$ cat src/rtl/spi_ram_burst.sv
// SPI-slave backed memory: decodes 2-bit command words into address/data writes
// and burst reads, holding tx_valid for a programmable window per read.
module spi_ram_burst #(
  parameter int unsigned DATA_W   = 8,
  parameter int unsigned ADDR_W   = 8,
  parameter int unsigned TX_HOLD  = 8,
  parameter int unsigned AUTO_INC = 1
) (
  input  logic              clk,
  input  logic              rst,
  input  logic              rx_valid,
  input  logic [DATA_W+1:0] din,
  output logic [DATA_W-1:0] dout,
  output logic              tx_valid,
  output logic              rd_overrun
);

  localparam int unsigned MEM_DEPTH = 2 ** ADDR_W;
  localparam int unsigned CNT_W     = $clog2(TX_HOLD + 1);

  localparam logic [1:0] CMD_WR_ADDR = 2'b00;
  localparam logic [1:0] CMD_WR_DATA = 2'b01;
  localparam logic [1:0] CMD_RD_ADDR = 2'b10;
  localparam logic [1:0] CMD_RD_DATA = 2'b11;

  typedef enum logic {IDLE, HOLD} state_t;

  state_t              state;
  logic [CNT_W-1:0]    hold_cnt;
  logic [ADDR_W-1:0]   wr_addr;
  logic [ADDR_W-1:0]   rd_addr;
  logic [DATA_W-1:0]   mem [MEM_DEPTH];

  logic [1:0]          cmd;
  logic [DATA_W-1:0]   payload;
  logic [ADDR_W-1:0]   addr_arg;
  logic                rd_ready;

  assign cmd      = din[DATA_W+1:DATA_W];
  assign payload  = din[DATA_W-1:0];
  assign addr_arg = ADDR_W'(payload);
  // The final hold cycle counts as idle, so a read landing exactly at window end chains on.
  assign rd_ready = (state == IDLE) || (hold_cnt == '0);

  // Storage is deliberately not reset.
  always_ff @(posedge clk) begin
    if (rx_valid && (cmd == CMD_WR_DATA)) begin
      mem[wr_addr] <= payload;
    end
  end

  always_ff @(posedge clk or posedge rst) begin
    if (rst) begin
      state      <= IDLE;
      hold_cnt   <= '0;
      wr_addr    <= '0;
      rd_addr    <= '0;
      dout       <= '0;
      tx_valid   <= 1'b0;
      rd_overrun <= 1'b0;
    end else begin
      rd_overrun <= 1'b0;

      if (state == HOLD) begin
        if (hold_cnt == '0) begin
          state    <= IDLE;
          tx_valid <= 1'b0;
        end else begin
          hold_cnt <= hold_cnt - CNT_W'(1);
        end
      end

      // An accepted read below overrides the window bookkeeping above.
      if (rx_valid) begin
        case (cmd)
          CMD_WR_ADDR: wr_addr <= addr_arg;
          CMD_WR_DATA: begin
            if (AUTO_INC != 0) wr_addr <= wr_addr + ADDR_W'(1);
          end
          CMD_RD_ADDR: rd_addr <= addr_arg;
          CMD_RD_DATA: begin
            if (rd_ready) begin
              dout     <= mem[rd_addr];
              hold_cnt <= CNT_W'(TX_HOLD - 1);
              state    <= HOLD;
              tx_valid <= 1'b1;
              if (AUTO_INC != 0) rd_addr <= rd_addr + ADDR_W'(1);
            end else begin
              rd_overrun <= 1'b1;
            end
          end
          default: ;
        endcase
      end
    end
  end

endmodule

$ cat config.mk
export PLATFORM = sky130hd
export DESIGN_NAME = spi_ram_burst
export DESIGN_NICKNAME = d
export VERILOG_FILES = /design/src/rtl/spi_ram_burst.sv
export SDC_FILE = /design/constraint.sdc
export NUM_CORES = 2
export LEC_CHECK = 0
export ABC_CLOCK_PERIOD_IN_PS = 3100
export CAP_MARGIN = 20
export CORE_MARGIN = 2
export CORE_UTILIZATION = 60
export CTS_CLUSTER_SIZE = 10
export DETAILED_ROUTE_END_ITERATION = 12
export HOLD_SLACK_MARGIN = 0.03
export PLACE_DENSITY = 0.79
export SKIP_LAST_GASP = 1
export SLEW_MARGIN = 20
export SYNTH_ARGS = -nofsm -noshare
export SYNTH_HDL_FRONTEND = slang
export SYNTH_SLANG_ARGS = --single-unit
export TNS_END_PERCENT = 5
$ cat constraint.sdc
create_clock -name clk -period 3.1 [get_ports clk]
set_clock_uncertainty 0.15 [all_clocks]
set_input_delay 0.62 -clock clk [delete_from_list [all_inputs] [get_ports clk]]
set_output_delay 0.62 -clock clk [all_outputs]
set_load 0.02 [all_outputs]
# Word level (Yosys, flattened, before mapping)
# Memories as Yosys holds them, arrays and structs flattened. A register that Yosys moved wholly into a read port is not among the register bits.
# Index checks and enable logic that the tools add are counted.
dict set report classes {
  reduce_logical 9
  mux 23
  eq_ne 4
  n_addsub 3
  n_bitwise 1
}
# operator n
set ops {}
lappend ops {{case mux 8 bit (2 select lines)} 2}
lappend ops {{2-to-1 mux 4 bit} 5}
lappend ops {{adder 8 x 1 -> 8 bit (second input constant)} 2}
lappend ops {{2-to-1 mux 1 bit} 15}
lappend ops {{2-to-1 mux 8 bit} 1}
lappend ops {{AND reduction 3 bit} 2}
lappend ops {{equality test 2 bit (second input constant)} 2}
lappend ops {{zero test 4 bit} 1}
lappend ops {{nonzero test 2 bit} 2}
lappend ops {{subtractor 4 x 1 -> 4 bit (second input constant)} 1}
lappend ops {{equality test 2 x 1 -> 1 bit (second input constant)} 1}
lappend ops {{zero test 2 bit} 1}
lappend ops {{!= test 2 bit (second input constant)} 1}
lappend ops {{AND reduction 2 bit} 1}
lappend ops {{logical AND 1 bit} 1}
lappend ops {{logical OR 1 bit} 1}
lappend ops {{NOT 1 bit} 1}
dict set report word_totals {
  inputBits 13
  elab_cells 47
  mem_bits_rw 2048
  ff_bits 23
  output_inout_bits 10
  memories 1
}
# memory words word_bits rd rd_clocked_by_memory_dff wr line_no
set mem_list {}
lappend mem_list {mem 256 8 1 1 1 32} ;# logic [DATA_W-1:0] mem [MEM_DEPTH];

# Depth between registers and ports, before layout
dict set report logic_depth {
  depth_word 6
  mapped_depth 12
  depth_no_buf 8
}

# Least setup slack after synthesis
# Ideal clock, no wire load.
dict set report synth_path {
  kind {input -> register}
  from {in rx_valid}
  to {mem mem[219][0], enable pin}
  path_buffers 2
  setup_time_ns 0.370
  required_ns 2.580
  arrival_ns 2.309
  stages 7
  path_slack_ns 0.270
  cell_sequence {nor2b_1 clkbuf_1 nand2_1 nor3b_1 nand2_1 clkbuf_1 nor2_1}
}
dict set report synth_between {
  elab_chain_len 3
}
# element line_no
set synth_lines {}
lappend synth_lines {{from (decl)} 11} ;# input logic rx_valid,
lappend synth_lines {{logical AND 1 bit} 47} ;# if (rx_valid && (cmd == CMD_WR_DATA)) begin
lappend synth_lines {{2-to-1 mux 1 bit} 47}
lappend synth_lines {{2-to-1 mux 1 bit (implied by the code)} 48} ;# mem[wr_addr] <= payload;
lappend synth_lines {{to (decl)} 32}
# No other way between the ends.

==> flow_metrics.py <==
metrics = {
    "pwr": {
        "fin_total_pwr_mw": 80.4,
        "pwr-share-clk_pct": 29.4,
        "internal-power_mw": 55.6,
        "pwr-share-comb_pct": 31.5,
        "sw_frac_of_total_pct": 30.9,
        "peakVddDrop_mv": 0.698,
        "p_sw_mw": 24.8,
        "leakagePower_nw": 31.6,
        "powerDensity_nw_per_um2": 839,
        "power_frac_seq_pct": 39.2,
    },
    "floorplanning": {
        "start_util_pct": 60.7,
        "core_um2": 134000,
        "die_area_um2": 138000,
        "die_w_um": 372,
        "dieHeight_um": 372,
        "rows": 134,
        "pin_count": 23,
    },
    "yosys": {
        "synthCells": 3888,
        "syn_nets": 3907,
        "ys.flop_type": "edfxtp_1",
        "synth_edf_count": 2048,
        "synth.top_cell.area_share_pct": 75.8,
        "ys_warn_count": 0,
        "synthTopCellsByArea": "edfxtp_1 (76%), mux4_2 (13%), mux2i_1 (2.0%)",
        "ys_seq_elements": 2079,
        "syn_avg_cell_area_um2": 20.9,
        "yosys.area.top_type": "edfxtp_1",
        "synth_cell_type_count": 72,
        "synth.cell_area_um2": 81200,
        "synthArstFlopShare_pct": 1.49,
        "seq_area_frac_synth_pct": 76.7,
    },
    "detailed_routing": {
        "first_pass_iters": 8,
        "via_per_inst": 7.06,
        "drt-total-wl_um": 233000,
        "routedWlPerCell_um": 35.8,
        "vias": 45974,
        "drc": 0,
        "drtIter0Drc": 8376,
        "postRouteAntennaNets": 0,
    },
    "grt": {
        "met3_usage_pct": 10.4,
        "grt_max_degree": 125,
        "gr-max-usage-layer": "met2",
        "gr-total-overflow": 0,
        "grt_usage_pct": 34.0,
        "met2_usage_pct": 52.9,
        "grtUsageMet1_pct": 43.7,
        "grt_pass1_wl_um": 329000,
        "grt_pass1_vias": 46236,
        "antenna_found_initial": 8,
    },
    "setup_path": {
        "crit_buf_inv": 2,
        "crit_required_ns": 3.63,
        "crit_path_start": "rd_addr[3]",
        "rr_startpoint": "rd_addr[3]",
        "r2r_slack_ns": -0.22,
        "max_stage_delay_ns": 0.60,
        "path_max_fanout": 8,
        "crit_type": "flip-flop to flip-flop",
        "cp-end-kind": "flip-flop",
        "worst_path_most_repeated_cell": "nor2_1",
        "crit-reg2reg-capture": "dout[2]",
        "path_cells": "inv_2 -> buf_4 -> mux4_2 -> nor2_1 -> nor2_1 -> a211oi_4 -> o32ai_1",
        "slowest_stage": "inv_2",
        "cpLargestDelayFamily": "buffers and inverters",
        "worstPathArrival_ns": 3.86,
        "r2r.worst_path.cells": 7,
        "start_kind": "flip-flop",
    },
    "sta": {
        "fin_crit_sh_pct": 107,
        "rsz0062_at_grt": "true",
        "setup_viol": 8,
        "fin_crit_ns": 3.32,
        "layout_setup_ws_ns": -0.225,
        "slew-limit-headroom_pct": 24.9,
        "drv_slew": 0,
        "worst_pin_slew_ns": 1.12,
        "max_freq_ghz": 0.301,
        "hold_viol": 0,
    },
    "run": {
        "max_cap_violations": 0,
    },
    "clocking": {
        "cts_root_buffer": "clkbuf_16",
        "cts_hold_buf": 0,
        "cts_max_level": 4,
        "cts_tree": "yes",
        "numCtsBuffers": 227,
        "cts_buffer_depth": 3,
        "cts_sinks": 2079,
        "clock_latency_ns": 0.83,
        "clk_pin_slew_worst_paths_ns": 0.07,
    },
    "place": {
        "dp_hpwl_um": 142000,
        "portBuffers": 22,
        "place_congestion": 0.963,
    },
    "cells_and_area": {
        "utilization_pct": 71.6,
        "nFillCells": 7223,
        "num-nets-final": 4686,
        "drive_above_1_share_pct": 32.9,
        "syn2layout_area_growth_pct": 18.1,
    },
    "outcome": {
        "status": "finished with violations",
        "violations": "setup timing",
    },
    "hold_path": {
        "min_path_type": "input pin to asynchronous set/reset pin",
    },
}
[per-stage QoR]
stage	setup TNS, ns	worst slack, ns	hold slack, ns	cells	cell area [µm²]
2_1_floorplan	0	0.270	0.304	3888	81200
3_3_place_gp	-25.79	-0.527	0.327	6171	88900
3_5_place_dp	-25.13	-0.444	0.345	6171	88900
4_1_cts	-0.446	-0.0703	0.0453	6500	95600
5_1_grt	-1.15	-0.180	0.0903	6515	95800
6_report	-1.21	-0.225	0.0550	6516	95800
[cells in the mapped netlist (21+ instances only)]
cell	count
o22ai_1	39
mux2i_1	165
mux4_2	470
nand3_1	40
dfrtp_1	31
buf_2	57
buf_4	21
edfxtp_1	2048
a22o_1	23
o21ai_0	28
nand2_1	117
a221oi_1	43
a22oi_1	61
a21oi_1	70
clkbuf_1	98
buf_6	36
nor2_1	285
[placed cells by master, fill, tap and decap left out, types with 13 or more instances in the layout]
cell type           n
a211oi_1           13
a21oi_1            68
a221oi_1           30
a221oi_2           14
a22o_1             22
a22oi_1            58
and2_1             19
buf_12             91
buf_4             653
clkbuf_1           65
clkbuf_16         228
clkdlybuf4s50_1    14
dfrtp_1            27
edfxtp_1         2048
mux2i_1           162
mux4_2            470
nand2_1           116
nand3_1            40
nor2_1            283
o21ai_0            23
o221ai_1           16
o22ai_1            37
[per-layer routing]
metal  up-vias  share of wire, %
li1      17670                 -
met4        12               6.3
met2      4078                47
met5         -             0.048
met1     23349                33
met3       865                14
[what timing repair did]
item / 4_1_cts / 5_1_grt
gates resized for setup: 55 / 19
endpoints found under the setup margin: 8 / 9
setup buffers: 18 / 15
gates cloned: 3 / 0
pin swaps: 6 / 5
[how the worst max path moves through the flow]
stage / to / slack [ns] / cells past startpoint
finish: dout[2] / -0.22 / 7
global route: dout[1] / -0.18 / 12
CTS: dout[1] / -0.07 / 11
detailed placement: dout[7] / -0.44 / 9
global placement: dout[7] / -0.53 / 9
floorplan: mem[219][0] / 0.27 / 7
[flip-flops by register name, summed over array words and instances (netlist names)]
signal      flops
dout            8
hold_cnt        4
mem          2048
rd_addr         8
rd_overrun      1
state           1
tx_valid        1
wr_addr         8
[cell type report]
class                      instances  area [µm²]  area share (%)
inverter                          13        53.8          0.0561
sequential                      2079       62300            65.0
clock inverter                    16         250           0.261
multi-input combinational       1561       17700            18.5
tap                             1768        2210            2.31
timing repair buffer             785        7350            7.67
antenna                            1        2.50         0.00261
clock buffer                     293        5950            6.21
[worst min-delay path, cell delays in order]
cell and delay (ns):
clkdlybuf4s50_1 0.40, inv_1 0.05, buf_4 0.45
[cell families (layout without fill, tap and decap cells)]
logic type      Yosys count  after routing  synth area share, %
flops                  2079           2079                 76.7
buf+inv                 248           1107                 1.82
fa+ha+maj                 6              6               0.0925
mux                     648            648                 15.3
simple gates            534            534                 2.84
other cells               0              1                    0
compound gates          373            373                 3.28
[power groups by stage]
| stage | Sequential (mW) | Combinational, mW | Clock [mW] |
|---|---|---|---|
| floorplan | 31.8 | 13.1 | 0 |
| detailed placement | 32.1 | 22.9 | 0 |
| CTS | 31.4 | 24.3 | 23.6 |
| global route | 31.5 | 25.7 | 24.7 |
| finish | 31.5 | 25.3 | 23.6 |
| global placement | 32.1 | 22.6 | 0 |
Power figures use the tool's default switching activity.
